$ cat config.mk
export PLATFORM = sky130hd
export DESIGN_NAME = adapt_thresh_seq
export DESIGN_NICKNAME = d
export VERILOG_FILES = /design/src/rtl/adapt_thresh_seq_pkg.sv /design/src/rtl/adapt_thresh_seq_pos_ctr.sv /design/src/rtl/adapt_thresh_seq.sv
export SDC_FILE = /design/constraint.sdc
export NUM_CORES = 1
export LEC_CHECK = 0
export ABC_AREA = 1
export BUFFER_PORTS_ARGS = -buffer_cell sky130_fd_sc_hd__buf_4
export CORE_ASPECT_RATIO = 1.1
export CORE_MARGIN = 3
export CORE_UTILIZATION = 64
export DETAILED_ROUTE_END_ITERATION = 8
export GPL_TIMING_DRIVEN = 0
export PLACE_DENSITY = 0.9
export SLEW_MARGIN = 20
export SYNTH_ARGS = -nofsm -noshare
export SYNTH_HDL_FRONTEND = slang
export SYNTH_SLANG_ARGS = --single-unit
$ cat constraint.sdc
create_clock -name i_clk -period 8.7 [get_ports i_clk]
set_clock_uncertainty 0.05 [all_clocks]
set_input_delay 0.87 -clock i_clk [delete_from_list [all_inputs] [get_ports i_clk]]
set_output_delay 0.87 -clock i_clk [all_outputs]
set_load 0.02 [all_outputs]
$ cat src/rtl/adapt_thresh_seq_pkg.sv
// rtl/adapt_thresh_seq_pkg.sv - shared state encoding, mode codes and lag derivation
package adapt_thresh_seq_pkg;

    typedef enum logic [2:0] {
        ST_IDLE,
        ST_CLEAR,
        ST_RUN,
        ST_FLUSH,
        ST_DRAIN
    } state_t;

    localparam logic [1:0] MODE_ADAPT  = 2'd0;
    localparam logic [1:0] MODE_FIXED  = 2'd1;
    localparam logic [1:0] MODE_BYPASS = 2'd2;

    // A 5x5 window centre trails the input by two lines plus two pixels.
    function automatic int calc_lag(input int img_w);
        return 2 * img_w + 2;
    endfunction

    // The reserved code behaves as adaptive.
    function automatic logic [1:0] norm_mode(input logic [1:0] mode);
        case (mode)
            MODE_FIXED:  return MODE_FIXED;
            MODE_BYPASS: return MODE_BYPASS;
            default:     return MODE_ADAPT;
        endcase
    endfunction

endpackage

$ cat src/rtl/adapt_thresh_seq_pos_ctr.sv
// rtl/adapt_thresh_seq_pos_ctr.sv - centre-pixel row/col counter with border flag
module adapt_thresh_pos_ctr
    import adapt_thresh_seq_pkg::*;
#(
    parameter int IMG_W = 256,
    parameter int IMG_H = 256,
    parameter int RW    = $clog2(IMG_H),
    parameter int CW    = $clog2(IMG_W)
) (
    input  logic          i_clk,
    input  logic          i_rst,
    input  logic          i_clr,
    input  logic          i_adv,
    output logic [RW-1:0] o_row,
    output logic [CW-1:0] o_col,
    output logic          o_win_ok
);

    logic [RW-1:0] r_row;
    logic [CW-1:0] r_col;

    always_ff @(posedge i_clk or posedge i_rst) begin
        if (i_rst) begin
            r_row <= '0;
            r_col <= '0;
        end else if (i_clr) begin
            r_row <= '0;
            r_col <= '0;
        end else if (i_adv) begin
            if (r_col == CW'(IMG_W - 1)) begin
                r_col <= '0;
                r_row <= (r_row == RW'(IMG_H - 1)) ? '0 : r_row + 1'b1;
            end else begin
                r_col <= r_col + 1'b1;
            end
        end
    end

    assign o_row    = r_row;
    assign o_col    = r_col;
    assign o_win_ok = (r_row >= RW'(2)) && (r_row <= RW'(IMG_H - 3)) &&
                      (r_col >= CW'(2)) && (r_col <= CW'(IMG_W - 3));

endmodule

$ cat src/rtl/adapt_thresh_seq.sv
// rtl/adapt_thresh_seq.sv - frame sequencer for the 5x5 window-mean adaptive threshold
module adapt_thresh_seq
    import adapt_thresh_seq_pkg::*;
#(
    parameter int IMG_W    = 256,
    parameter int IMG_H    = 256,
    parameter int PIPE_LAT = 2
) (
    input  logic                     i_clk,
    input  logic                     i_rst,
    input  logic                     i_start,
    input  logic [1:0]               i_mode,
    input  logic [7:0]               i_fix_thr,
    input  logic                     i_pix_valid,
    output logic                     o_pix_ready,
    output logic                     o_dp_en,
    output logic                     o_dp_clr,
    output logic                     o_dp_zero,
    output logic [1:0]               o_mode,
    output logic [7:0]               o_thr,
    output logic                     o_out_valid,
    output logic                     o_win_ok,
    output logic [$clog2(IMG_H)-1:0] o_row,
    output logic [$clog2(IMG_W)-1:0] o_col,
    output logic                     o_busy,
    output logic                     o_frame_done
);

    localparam int RW   = $clog2(IMG_H);
    localparam int CW   = $clog2(IMG_W);
    localparam int NPIX = IMG_W * IMG_H;
    localparam int LAG  = calc_lag(IMG_W);
    localparam int IN_W = $clog2(NPIX + 1);
    localparam int FL_W = $clog2(LAG + 1);
    localparam int DR_W = $clog2(PIPE_LAT + 1);
    localparam int PE_W = 2 + RW + CW;

    state_t                     r_state;
    state_t                     w_next;
    logic [IN_W-1:0]            r_in_cnt;
    logic [FL_W-1:0]            r_fl_cnt;
    logic [FL_W-1:0]            r_lag_cnt;
    logic [DR_W-1:0]            r_dr_cnt;
    logic [1:0]                 r_mode;
    logic [7:0]                 r_thr;
    logic [PIPE_LAT-1:0][PE_W-1:0] r_pipe;

    logic          w_xfer;
    logic          w_last_pix;
    logic          w_fl_end;
    logic          w_dr_end;
    logic          w_adv;
    logic [RW-1:0] w_row;
    logic [CW-1:0] w_col;
    logic          w_win_ok;

    assign w_xfer     = (r_state == ST_RUN) && i_pix_valid;
    assign w_last_pix = w_xfer && (r_in_cnt == IN_W'(NPIX - 1));
    assign w_fl_end   = (r_fl_cnt == FL_W'(LAG - 1));
    assign w_dr_end   = (r_dr_cnt == DR_W'(PIPE_LAT - 1));
    // Enables beyond the first LAG ones each land a new window centre.
    assign w_adv      = o_dp_en && (r_lag_cnt == FL_W'(LAG));

    always_ff @(posedge i_clk or posedge i_rst) begin
        if (i_rst) begin
            r_state <= ST_IDLE;
        end else begin
            r_state <= w_next;
        end
    end

    always_comb begin
        w_next = r_state;
        case (r_state)
            ST_IDLE:  if (i_start) w_next = ST_CLEAR;
            ST_CLEAR: w_next = ST_RUN;
            ST_RUN:   if (w_last_pix) w_next = ST_FLUSH;
            ST_FLUSH: if (w_fl_end) w_next = ST_DRAIN;
            ST_DRAIN: if (w_dr_end) w_next = ST_IDLE;
            default:  w_next = ST_IDLE;
        endcase
    end

    always_comb begin
        o_pix_ready  = 1'b0;
        o_dp_en      = 1'b0;
        o_dp_clr     = 1'b0;
        o_dp_zero    = 1'b0;
        o_frame_done = 1'b0;
        o_busy       = (r_state != ST_IDLE);
        case (r_state)
            ST_CLEAR: o_dp_clr = 1'b1;
            ST_RUN: begin
                o_pix_ready = 1'b1;
                o_dp_en     = i_pix_valid;
            end
            ST_FLUSH: begin
                o_dp_en   = 1'b1;
                o_dp_zero = 1'b1;
            end
            ST_DRAIN: o_frame_done = w_dr_end;
            default: ;
        endcase
    end

    always_ff @(posedge i_clk or posedge i_rst) begin
        if (i_rst) begin
            r_in_cnt  <= '0;
            r_fl_cnt  <= '0;
            r_lag_cnt <= '0;
            r_dr_cnt  <= '0;
            r_mode    <= '0;
            r_thr     <= '0;
        end else if (r_state == ST_CLEAR) begin
            r_in_cnt  <= '0;
            r_fl_cnt  <= '0;
            r_lag_cnt <= '0;
            r_dr_cnt  <= '0;
            r_mode    <= norm_mode(i_mode);
            r_thr     <= i_fix_thr;
        end else begin
            if (w_xfer) r_in_cnt <= r_in_cnt + 1'b1;
            if (r_state == ST_FLUSH) r_fl_cnt <= r_fl_cnt + 1'b1;
            if (r_state == ST_DRAIN) r_dr_cnt <= r_dr_cnt + 1'b1;
            if (o_dp_en && (r_lag_cnt != FL_W'(LAG))) r_lag_cnt <= r_lag_cnt + 1'b1;
        end
    end

    adapt_thresh_pos_ctr #(
        .IMG_W (IMG_W),
        .IMG_H (IMG_H),
        .RW    (RW),
        .CW    (CW)
    ) u_pos_ctr (
        .i_clk    (i_clk),
        .i_rst    (i_rst),
        .i_clr    (o_dp_clr),
        .i_adv    (w_adv),
        .o_row    (w_row),
        .o_col    (w_col),
        .o_win_ok (w_win_ok)
    );

    // Tags travel alongside the datapath so they emerge with the matching result.
    always_ff @(posedge i_clk or posedge i_rst) begin
        if (i_rst) begin
            r_pipe <= '0;
        end else begin
            r_pipe[0] <= {w_adv, w_win_ok, w_row, w_col};
            for (int i = 1; i < PIPE_LAT; i++) begin
                r_pipe[i] <= r_pipe[i-1];
            end
        end
    end

    assign {o_out_valid, o_win_ok, o_row, o_col} = r_pipe[PIPE_LAT-1];
    assign o_mode = r_mode;
    assign o_thr  = r_thr;

endmodule

# == After elaboration in Yosys (flattened, before gate mapping) ==
# Cells that the tools add are included.
# classes
mux,26
n_eq_ne,17
add_sub_neg,6
reduce_logical,17
magnitude_cmp,4
# op_table
op,n
$mux 8,7
$mux 10,4
$mux 17,2
$add 10x1->10 const B,2
$eq 10x10->1 const B,2
$add 17x1->17 const B,1
$eq 17x16->1 const B,1
$add 8x1->8 const B,2
$eq 8x8->1 const B,2
$ge 8x2->1 const B,2
$le 8x8->1 const B,2
$pmux 3 s5,1
$mux 3,4
$reduce_bool 2->1,6
$ne 10x10->1 const B,1
$ne 2x2->1 const B,4
$logic_and 1x1->1,7
$eq 3x2->1 const B,2
$eq 2x1->1 const B,2
$mux 1,4
$mux 2,2
$pmux 2 s2,1
$reduce_and 4->1,1
$eq 3x1->1 const B,1
7 further kinds,7
# totals
output_inout_bits,34
regBits,104
input_bits,14
word_cells,81

# == Logic depth before layout (Yosys ltp) ==
# Gate-level depths: netlist of run 1.
# depth
depth_word,5
depth_mapped,14

# == Hierarchy ==
# From an unflattened synthesis of run 1, not the netlist that was laid out.
# hier_totals
hier_cells,580
area_unflattened_um2,4969.8
# by_module_without_submodules
module,cells_each,area_per_inst_um2,n_inst
adapt_thresh_seq,440,3926.3,1
adapt_thresh_pos_ctr,140,1043.5,1

# == Worst setup path before layout of run 1 ==
# Ideal clock, no wire load.
# synth_path
path_kind,register to output
start,register r_state[1]
end,output o_frame_done
required_ns,7.780
arrival_time_ns,1.201
setup_slack_ns,6.579
path_stages_with_launch,5
path_buffers,1
cell_sequence,dfrtp_1 -> buf_2 -> nor3_1 -> inv_1 -> nor2_1
# synth_via
elab_chain_cells,2
# synth_rtl
item,line_no,rtl
start: declaration,adapt_thresh_seq.sv:38,state_t r_state;
start signal: assignment,adapt_thresh_seq.sv:68,r_state <= w_next;
$eq 3x3->1,adapt_thresh_seq.sv:91,case (r_state)
$mux 1,adapt_thresh_seq.sv:91,
end: declaration,adapt_thresh_seq.sv:26,output logic o_frame_done
# Every way passes these cells.

# == Worst setup path in the final report of run 1 ==
# layout_path
start,register r_state[1]
end,output o_dp_clr
# layout_via
elab_chain_cells,2
# layout_rtl
item,line_no,rtl
$eq 3x1->1,adapt_thresh_seq.sv:91,
$mux 1,adapt_thresh_seq.sv:91,
end: declaration,adapt_thresh_seq.sv:17,"output logic o_dp_clr,"
# Every way passes these cells.

==> results of run 1 <==
## layout make-up
cell class                 count  area [um^2]  share of cell area, %
sequential                   104         2600                   45.1
multi-input combinational    394         1990                   34.5
timing repair buffer          48          380                   6.59
inverter                      72          278                   4.82
buffer                        27          198                   3.43
clock buffer                  10          138                   2.39
tap                          105          131                   2.28
clock inverter                 6         51.3                  0.889
## logic make-up after synthesis
group	after synthesis	synth area share [%]
compound gates	47	5.24
xor+xnor	9	1.56
flops	104	51.4
simple gates	323	28.8
buf+inv	99	9.29
fa+ha+maj	15	3.71
## cell usage in the layout (no fill, tap or decap), types with 2 or more instances in the layout
cell / instances
nand2_1: 172
dfrtp_1: 104
inv_1: 66
buf_4: 65
nor2_1: 58
nand3_1: 42
nand4_1: 20
a21oi_1: 15
ha_1: 15
o21ai_0: 14
clkbuf_8: 10
xor2_1: 8
nor3_1: 8
o21ai_1: 7
nand2_4: 5
buf_2: 5
inv_2: 4
nor2_4: 4
nand3b_1: 4
buf_6: 3
o21bai_1: 3
nor4_1: 3
o22ai_1: 3
clkinvlp_4: 3
nor2_2: 2
nand2_2: 2
inv_6: 2
## metal layers
| layer | routed length, um | vias to the layer above | track usage, % | share of wire, % |
|---|---|---|---|---|
| met5 | 0 | - | 0 | 0 |
| met4 | 305 | 0 | 12.4 | 3.0 |
| met3 | 502 | 23 | 3.56 | 5.0 |
| met2 | 5250 | 146 | 41.2 | 52 |
| met1 | 4020 | 1931 | 28.6 | 40 |
| li1 | - | 1995 | - | - |
## worst register-to-register path, cell delays in order (launching register included)
cell and delay [ns]:
dfrtp_1 0.39, nand2_1 0.06, inv_1 0.14, nand2_1 0.11, nor2_1 0.21, inv_1 0.06
nor3_1 0.23, ha_1 0.20, nand2_1 0.05, nand2_1 0.06, nand2_1 0.05, inv_1 0.08
nand3_1 0.10, o21ai_0 0.18
## through the flow
step	power, mW	hold WS [ns]
6_report	1.43	0.305
5_1_grt	1.51	0.310
4_1_cts	1.43	0.307
3_5_place_dp	1.15	0.286
3_3_place_gp	1.12	0.281
2_1_floorplan	0.975	0.281
## power breakdown
group | leakage (nW) | switching, mW | internal, mW
Clock | 0.0870 | 0.171 | 0.115
Sequential | 1.42 | 0.0509 | 0.548
Combinational | 1.53 | 0.358 | 0.187
## final timing paths
path | from | end | cells after the start
setup / recovery | r_state[1] | o_dp_clr | 4
setup reg to reg | r_in_cnt[7] | r_state[2] | 13
hold reg to reg | r_pipe[0] | o_col[0] | 0
hold / removal | r_pipe[0] | o_col[0] | 0
min in group asynchronous | i_rst | o_thr[0] | 2
max in group asynchronous | i_rst | u_pos_ctr.o_row[7] | 3
## synth_stat cells (8+ instances only)
cell type / count
a21oi_1: 15
buf_4: 18
nand4_1: 20
nor2_1: 58
inv_1: 67
nand2_1: 172
nor3_1: 8
nand3_1: 42
dfrtp_1: 104
xor2_1: 8
ha_1: 15
o21ai_0: 14
## flip-flops by register name (all words and copies together) (netlist names), 10 cells and up
signal	count
r_lag_cnt	10
r_fl_cnt	10
r_pipe	18
r_in_cnt	17
==> PnR_summary.wiki, run 1 <==
{| class="wikitable"
! Metric !! Value
|-
| Run status || finished, final reports clean
|-
| Antenna violations before repair || 0
|-
| Filler cell count || 490
|-
| Height of the chip || 99.3 um
|-
| Predominant post-synthesis flop cell || dfrtp_1
|-
| IO Count || 48
|-
| Number of rows in the core area || 33
|-
| Type of element capturing the critical path || primary output
|-
| Setup TNS || 0 ns
|-
| # Post-CTS Setup Buffers || 0
|-
| Number of design rule violations left after detail routing || 0
|-
| Net total in the final layout || 685
|-
| Post-Synthesis Mean Instance Area || 8.48 um^2
|-
| Buffer and inverter count on the worst path || 3
|-
| Horizontal extent of the die || 90.8 um
|-
| Highest attainable clock frequency || 0.373 GHz
|-
| First-pass iteration count of the detailed router || 5
|-
| Clock-pin slew on the worst setup and hold paths || 0.10 ns
|-
| Detailed placer's ending HPWL || 7.25 mm
|-
| Critical path cell sequence || buf_2, nor2_4, clkbuf_1, buf_4
|-
| Library cell with the largest summed area after synthesis || dfrtp_1
|-
| Placer's final routability congestion estimate || 0.882
|-
| Synth area leaders || dfrtp_1 51%, nand2_1 13%, inv_1 5.0%
|-
| Cells resized by post-CTS repair || 0
|-
| Cell family with the largest share of critical-path delay || buffers and inverters
|-
| R2R Setup Slk || 6.67 ns
|-
| Largest incremental delay on the critical path || 0.37 ns
|-
| CTS hold repair buffers || 0
|-
| CTS Root Cell || clkbuf_8
|-
| Placeable core region || 7560 um^2
|-
| Wire length per cell || 13.2 um
|-
| Async set-or-reset flop fraction in the synthesized netlist || 100%
|-
| Minimum setup slack after placement || 6.35 ns
|-
| Cell with the largest stage delay on the worst path || dfrtp_1
|-
| Utilization of the core after routing || 76.3%
|-
| Area overhead of the layout relative to synthesis || 13.9%
|-
| Insertion delay of the later-clocked pin in the worst-skew pair || 0.38 ns
|-
| Share of synthesized area occupied by flip-flops and latches || 51.4%
|-
| Initial core utilization || 67.0%
|-
| Count of antenna-violating nets left after detailed routing || 0
|-
| Crit Path Max Fanout || 10
|-
| Clock Path Buffers || 2
|-
| Critical Path Start Type || flip-flop
|-
| Nets in the synthesized netlist || 626
|-
| Total count of hold-check failures in the final report || 0
|-
| Number of instances in the synthesized netlist || 597
|-
| Port Buf Inserts || 47
|-
| Total grt overflow || 0
|-
| Overall via count from detail_route || 4095
|-
| Post-synth EDFFs || 0
|-
| Worst hold-check path type || reg2reg
|-
| Number of flip-flops and latches in the synthesized netlist || 104
|-
| Number of non-filler instances in the completed layout || 766
|-
| Max capacitance violation total || 0
|-
| Max-slew headroom at the worst pin || 72.1%
|-
| Setup violation total in the final timing report || 0
|-
| Overall routing resource usage || 23.7%
|-
| Cts bufs inserted || 9
|-
| Data arrival time of the critical path || 1.76 ns
|-
| Global-route wire length before repair || 17.1 mm
|-
| Vias in the first global route || 3796
|-
| Power per standard cell area || 248 nW/um^2
|-
| Die footprint || 9010 um^2
|-
| Transition time at the pin with the least slew margin || 0.418 ns
|-
| Time the final worst path needs with I/O delays and setup || 2.68 ns
|-
| Placed Instances || 750
|-
| Count of different cell masters after synthesis || 35
|-
| Worst VDD drop || 0.152 mV
|-
| RSZ-0062 raised after global routing || no
|-
| Share of the cycle needed by the critical path after routing || 30.8%
|-
| Total cell area at the placement stage || 5580 um^2
|-
| Leakage Power || 3.04 nW
|-
| Share of cells above drive strength 1 || 17.1%
|-
| Number of vias per cell || 5.35
|-
| Post-Syn Area || 5060 um^2
|-
| Maximum number of pins on one net before global-route repair || 78
|-
| Type of the setup path with the least slack || reg2out
|-
| Initial DRC Count || 199
|-
| Final Worst Setup Slack || 6.02 ns
|-
| Yosys top cell area share || 51.4%
|-
| Antenna cells || 0
|-
| Final WL || 10.1 mm
|-
| Number of levels in the clock H-tree || 3
|-
| Final Max Slew Viols || 0
|-
| Sink count of the clock tree || 104
|-
| CTS tree || built
|-
| Data required time of the critical path || 7.78 ns
|-
| Yosys warning count || 0
|-
| Final cell area excluding filler cells || 5770 um^2
|}
(Power assumes the default switching activity.)
==> inputs of run 2 (changes only) <==
--- a/config.mk
+++ b/config.mk
@@ -9,10 +9,10 @@
 export BUFFER_PORTS_ARGS = -buffer_cell sky130_fd_sc_hd__buf_4
 export CORE_ASPECT_RATIO = 1.1
 export CORE_MARGIN = 3
-export CORE_UTILIZATION = 64
+export CORE_UTILIZATION = 53
 export DETAILED_ROUTE_END_ITERATION = 8
 export GPL_TIMING_DRIVEN = 0
-export PLACE_DENSITY = 0.9
+export PLACE_DENSITY = 0.8
 export SLEW_MARGIN = 20
 export SYNTH_ARGS = -nofsm -noshare
 export SYNTH_HDL_FRONTEND = slang
==> constraint.sdc (replaced) <==
create_clock -name i_clk -period 2.2 [get_ports i_clk]
set_clock_uncertainty 0.05 [all_clocks]
set_input_delay 0.22 -clock i_clk [delete_from_list [all_inputs] [get_ports i_clk]]
set_output_delay 0.22 -clock i_clk [all_outputs]
set_load 0.02 [all_outputs]
==> run 2 against run 1 <==
Against the previous run:
- worst hold slack worse by 0.29 ns
- clock power grew to 4.2 times the previous value
- design area grew 2.8%
- largest cell class unchanged
- clock-buffer cell count unchanged
- non-clock buffer count grew 11
- die area grew 19%
==> PnR_summary.wiki, run 2 (synthesis gave the netlist of run 1 again) <==
{| class="wikitable"
! Metric !! Value
|-
| Die footprint || 10800 um^2 (was 9010 um^2)
|-
| Overall routing resource usage || 20.5% (was 23.7%)
|-
| Critical Path Start Type || flip-flop (unchanged)
|-
| Most common library cell in the layout ignoring fill and taps || nand2_1 (unchanged)
|-
| Highest attainable clock frequency || 0.498 GHz
|-
| Setup violation total in the final timing report || 0 (unchanged)
|-
| Type of the setup path with the least slack || reg2out (unchanged)
|-
| Maximum number of pins on one net before global-route repair || 35 (was 78)
|-
| Height of the chip || 109 um (was 99.3 um)
|-
| Filler cell count || 761 (was 490)
|-
| Total cell area at the placement stage || 5630 um^2 (was 5580 um^2)
|-
| Area overhead of the layout relative to synthesis || 17.1% (was 13.9%)
|-
| Crit Path Max Fanout || 10 (unchanged)
|-
| Sum of internal, switching and leakage power || 5.73 mW (was 1.43 mW)
|-
| Clock Path Buffers || 2 (unchanged)
|-
| Leakage Power || 3.11 nW (was 3.04 nW)
|-
| Clock-pin slew on the worst setup and hold paths || 0.10 ns (about the same)
|-
| Detailed placer's ending HPWL || 7.36 mm (was 7.25 mm)
|-
| Global-route wire length before repair || 17.9 mm (was 17.1 mm)
|-
| Overall via count from detail_route || 4077 (was 4095)
|-
| CTS Root Cell || clkbuf_8 (unchanged)
|-
| Largest regs || r_pipe (18), r_in_cnt (17) (unchanged)
|-
| Placed Instances || 761 (was 750)
|-
| Highest-count cells in the layout ignoring fill and taps || 172 x nand2_1, 104 x dfrtp_1, 66 x inv_1, 65 x buf_4, 57 x nor2_1 (was 172 x nand2_1, 104 x dfrtp_1, 66 x inv_1, 65 x buf_4, 58 x nor2_1)
|-
| Final-layout worst hold slack || 0.0143 ns (was 0.305 ns)
|-
| Time the final worst path needs with I/O delays and setup || 2.01 ns
|-
| Max capacitance violation total || 0 (unchanged)
|-
| Most flops, register || r_pipe (unchanged)
|-
| Count of antenna-violating nets left after detailed routing || 0 (unchanged)
|-
| Initial core utilization || 55.6% (was 67.0%)
|-
| Data required time of the critical path || 1.93 ns (was 7.78 ns)
|-
| Number of non-filler instances in the completed layout || 786 (was 766)
|-
| Type of element capturing the critical path || primary output (unchanged)
|-
| Transition time at the pin with the least slew margin || 0.475 ns (was 0.418 ns)
|-
| Placer's final routability congestion estimate || 0.901 (was 0.882)
|-
| Max-slew headroom at the worst pin || 68.3% (was 72.1%)
|-
| Port Buf Inserts || 47 (unchanged)
|-
| Total count of hold-check failures in the final report || 0 (unchanged)
|-
| Antenna violations before repair || 0 (unchanged)
|-
| Flip-flop count of the largest register, all copies and words added || 18 (unchanged)
|-
| Cts bufs inserted || 9 (unchanged)
|-
| Placeable core region || 9100 um^2 (was 7560 um^2)
|-
| Number of vias per cell || 5.19 (was 5.35)
|-
| First-pass iteration count of the detailed router || 5 (unchanged)
|-
| Minimum setup slack after placement || 0.196 ns (was 6.35 ns)
|-
| Antenna cells || 0 (unchanged)
|-
| Wire length per cell || 12.9 um (was 13.2 um)
|-
| Worst hold-check path type || in2reg (was reg2reg)
|-
| Net total in the final layout || 696 (was 685)
|-
| Setup TNS || 0 ns (unchanged)
|-
| Sink count of the clock tree || 104 (unchanged)
|-
| Data arrival time of the critical path || 1.74 ns (was 1.76 ns)
|-
| Run status || finished, final reports clean (unchanged)
|-
| Number of levels in the clock H-tree || 3 (unchanged)
|-
| Share of the cycle needed by the critical path after routing || 91.3%
|-
| Horizontal extent of the die || 99.2 um (was 90.8 um)
|-
| Initial DRC Count || 158 (was 199)
|-
| Final Worst Setup Slack || 0.190 ns (was 6.02 ns)
|-
| RSZ-0062 raised after global routing || no (unchanged)
|-
| Worst VDD drop || 0.519 mV (was 0.152 mV)
|-
| Final WL || 10.2 mm (was 10.1 mm)
|-
| Power per standard cell area || 967 nW/um^2 (was 248 nW/um^2)
|-
| Vias in the first global route || 3927 (was 3796)
|-
| Utilization of the core after routing || 65.2% (was 76.3%)
|-
| CTS tree || built (unchanged)
|-
| Number of design rule violations left after detail routing || 0 (unchanged)
|-
| Final cell area excluding filler cells || 5930 um^2 (was 5770 um^2)
|-
| IO Count || 48 (unchanged)
|-
| Number of rows in the core area || 36 (was 33)
|-
| Final Max Slew Viols || 0 (unchanged)
|-
| Total grt overflow || 0 (unchanged)
|-
| Insertion delay of the later-clocked pin in the worst-skew pair || 0.37 ns (was 0.38 ns)
|-
| Share of cells above drive strength 1 || 17.4% (was 17.1%)
|}
==> run 2: final timing paths <==
path	startpoint	endpoint	slack, ns	cells past startpoint
worst min register to register	r_pipe[15]	o_row[7]	0.30	0
worst max-delay path	r_state[1]	o_dp_clr	0.19	4
worst max register to register	r_in_cnt[1]	r_state[2]	0.29	12
min in group asynchronous	i_rst	o_col[6]	0.37	3
max in group asynchronous	i_rst	u_pos_ctr.o_row[5]	1.04	5
worst min-delay path	i_fix_thr[0]	o_thr[0]	0.01	3
==> run 2: area by class of cell <==
class / count / area [um^2] / share of cell area, %
clock buffer: 10 / 138 / 2.32
inverter: 72 / 277 / 4.66
sequential: 104 / 2600 / 43.9
clock inverter: 6 / 65.1 / 1.10
tap: 114 / 143 / 2.41
buffer: 27 / 198 / 3.33
multi-input combinational: 394 / 2000 / 33.7
timing repair buffer: 59 / 510 / 8.61
==> run 2: worst max-delay path: stages, from the launching register on <==
cell and delay (ns):
dfrtp_1 0.37, buf_2 0.20, nor2_4 0.20, clkbuf_1 0.37
buf_4 0.22
==> run 2: timing repair <==
| action | 4_1_cts | 5_1_grt |
|---|---|---|
| hold buffers | 9 | 0 |
| setup buffers | 0 | 0 |
| gates resized for setup | 0 | 2 |
| setup endpoints to repair | 0 | 2 |
| endpoints found under the hold margin | 26 | 0 |
==> run 2: per-layer routing <==
metal | vias to the layer above | GRT usage, % | routed length, um
met4 | 0 | 8.20 | 215
met2 | 92 | 36.0 | 5260
met1 | 1952 | 24.8 | 4320
li1 | 2012 | - | -
met3 | 21 | 4.00 | 352
met5 | - | 0 | 0
==> run 2: where the power goes <==
part / leakage (nW) / internal, mW / switching [mW] / total (mW)
sequential: 1.42 / 2.17 / 0.202 / 2.37
combinational: 1.58 / 0.755 / 1.41 / 2.16
clock: 0.103 / 0.561 / 0.642 / 1.20
total: 3.11 / 3.48 / 2.25 / 5.73
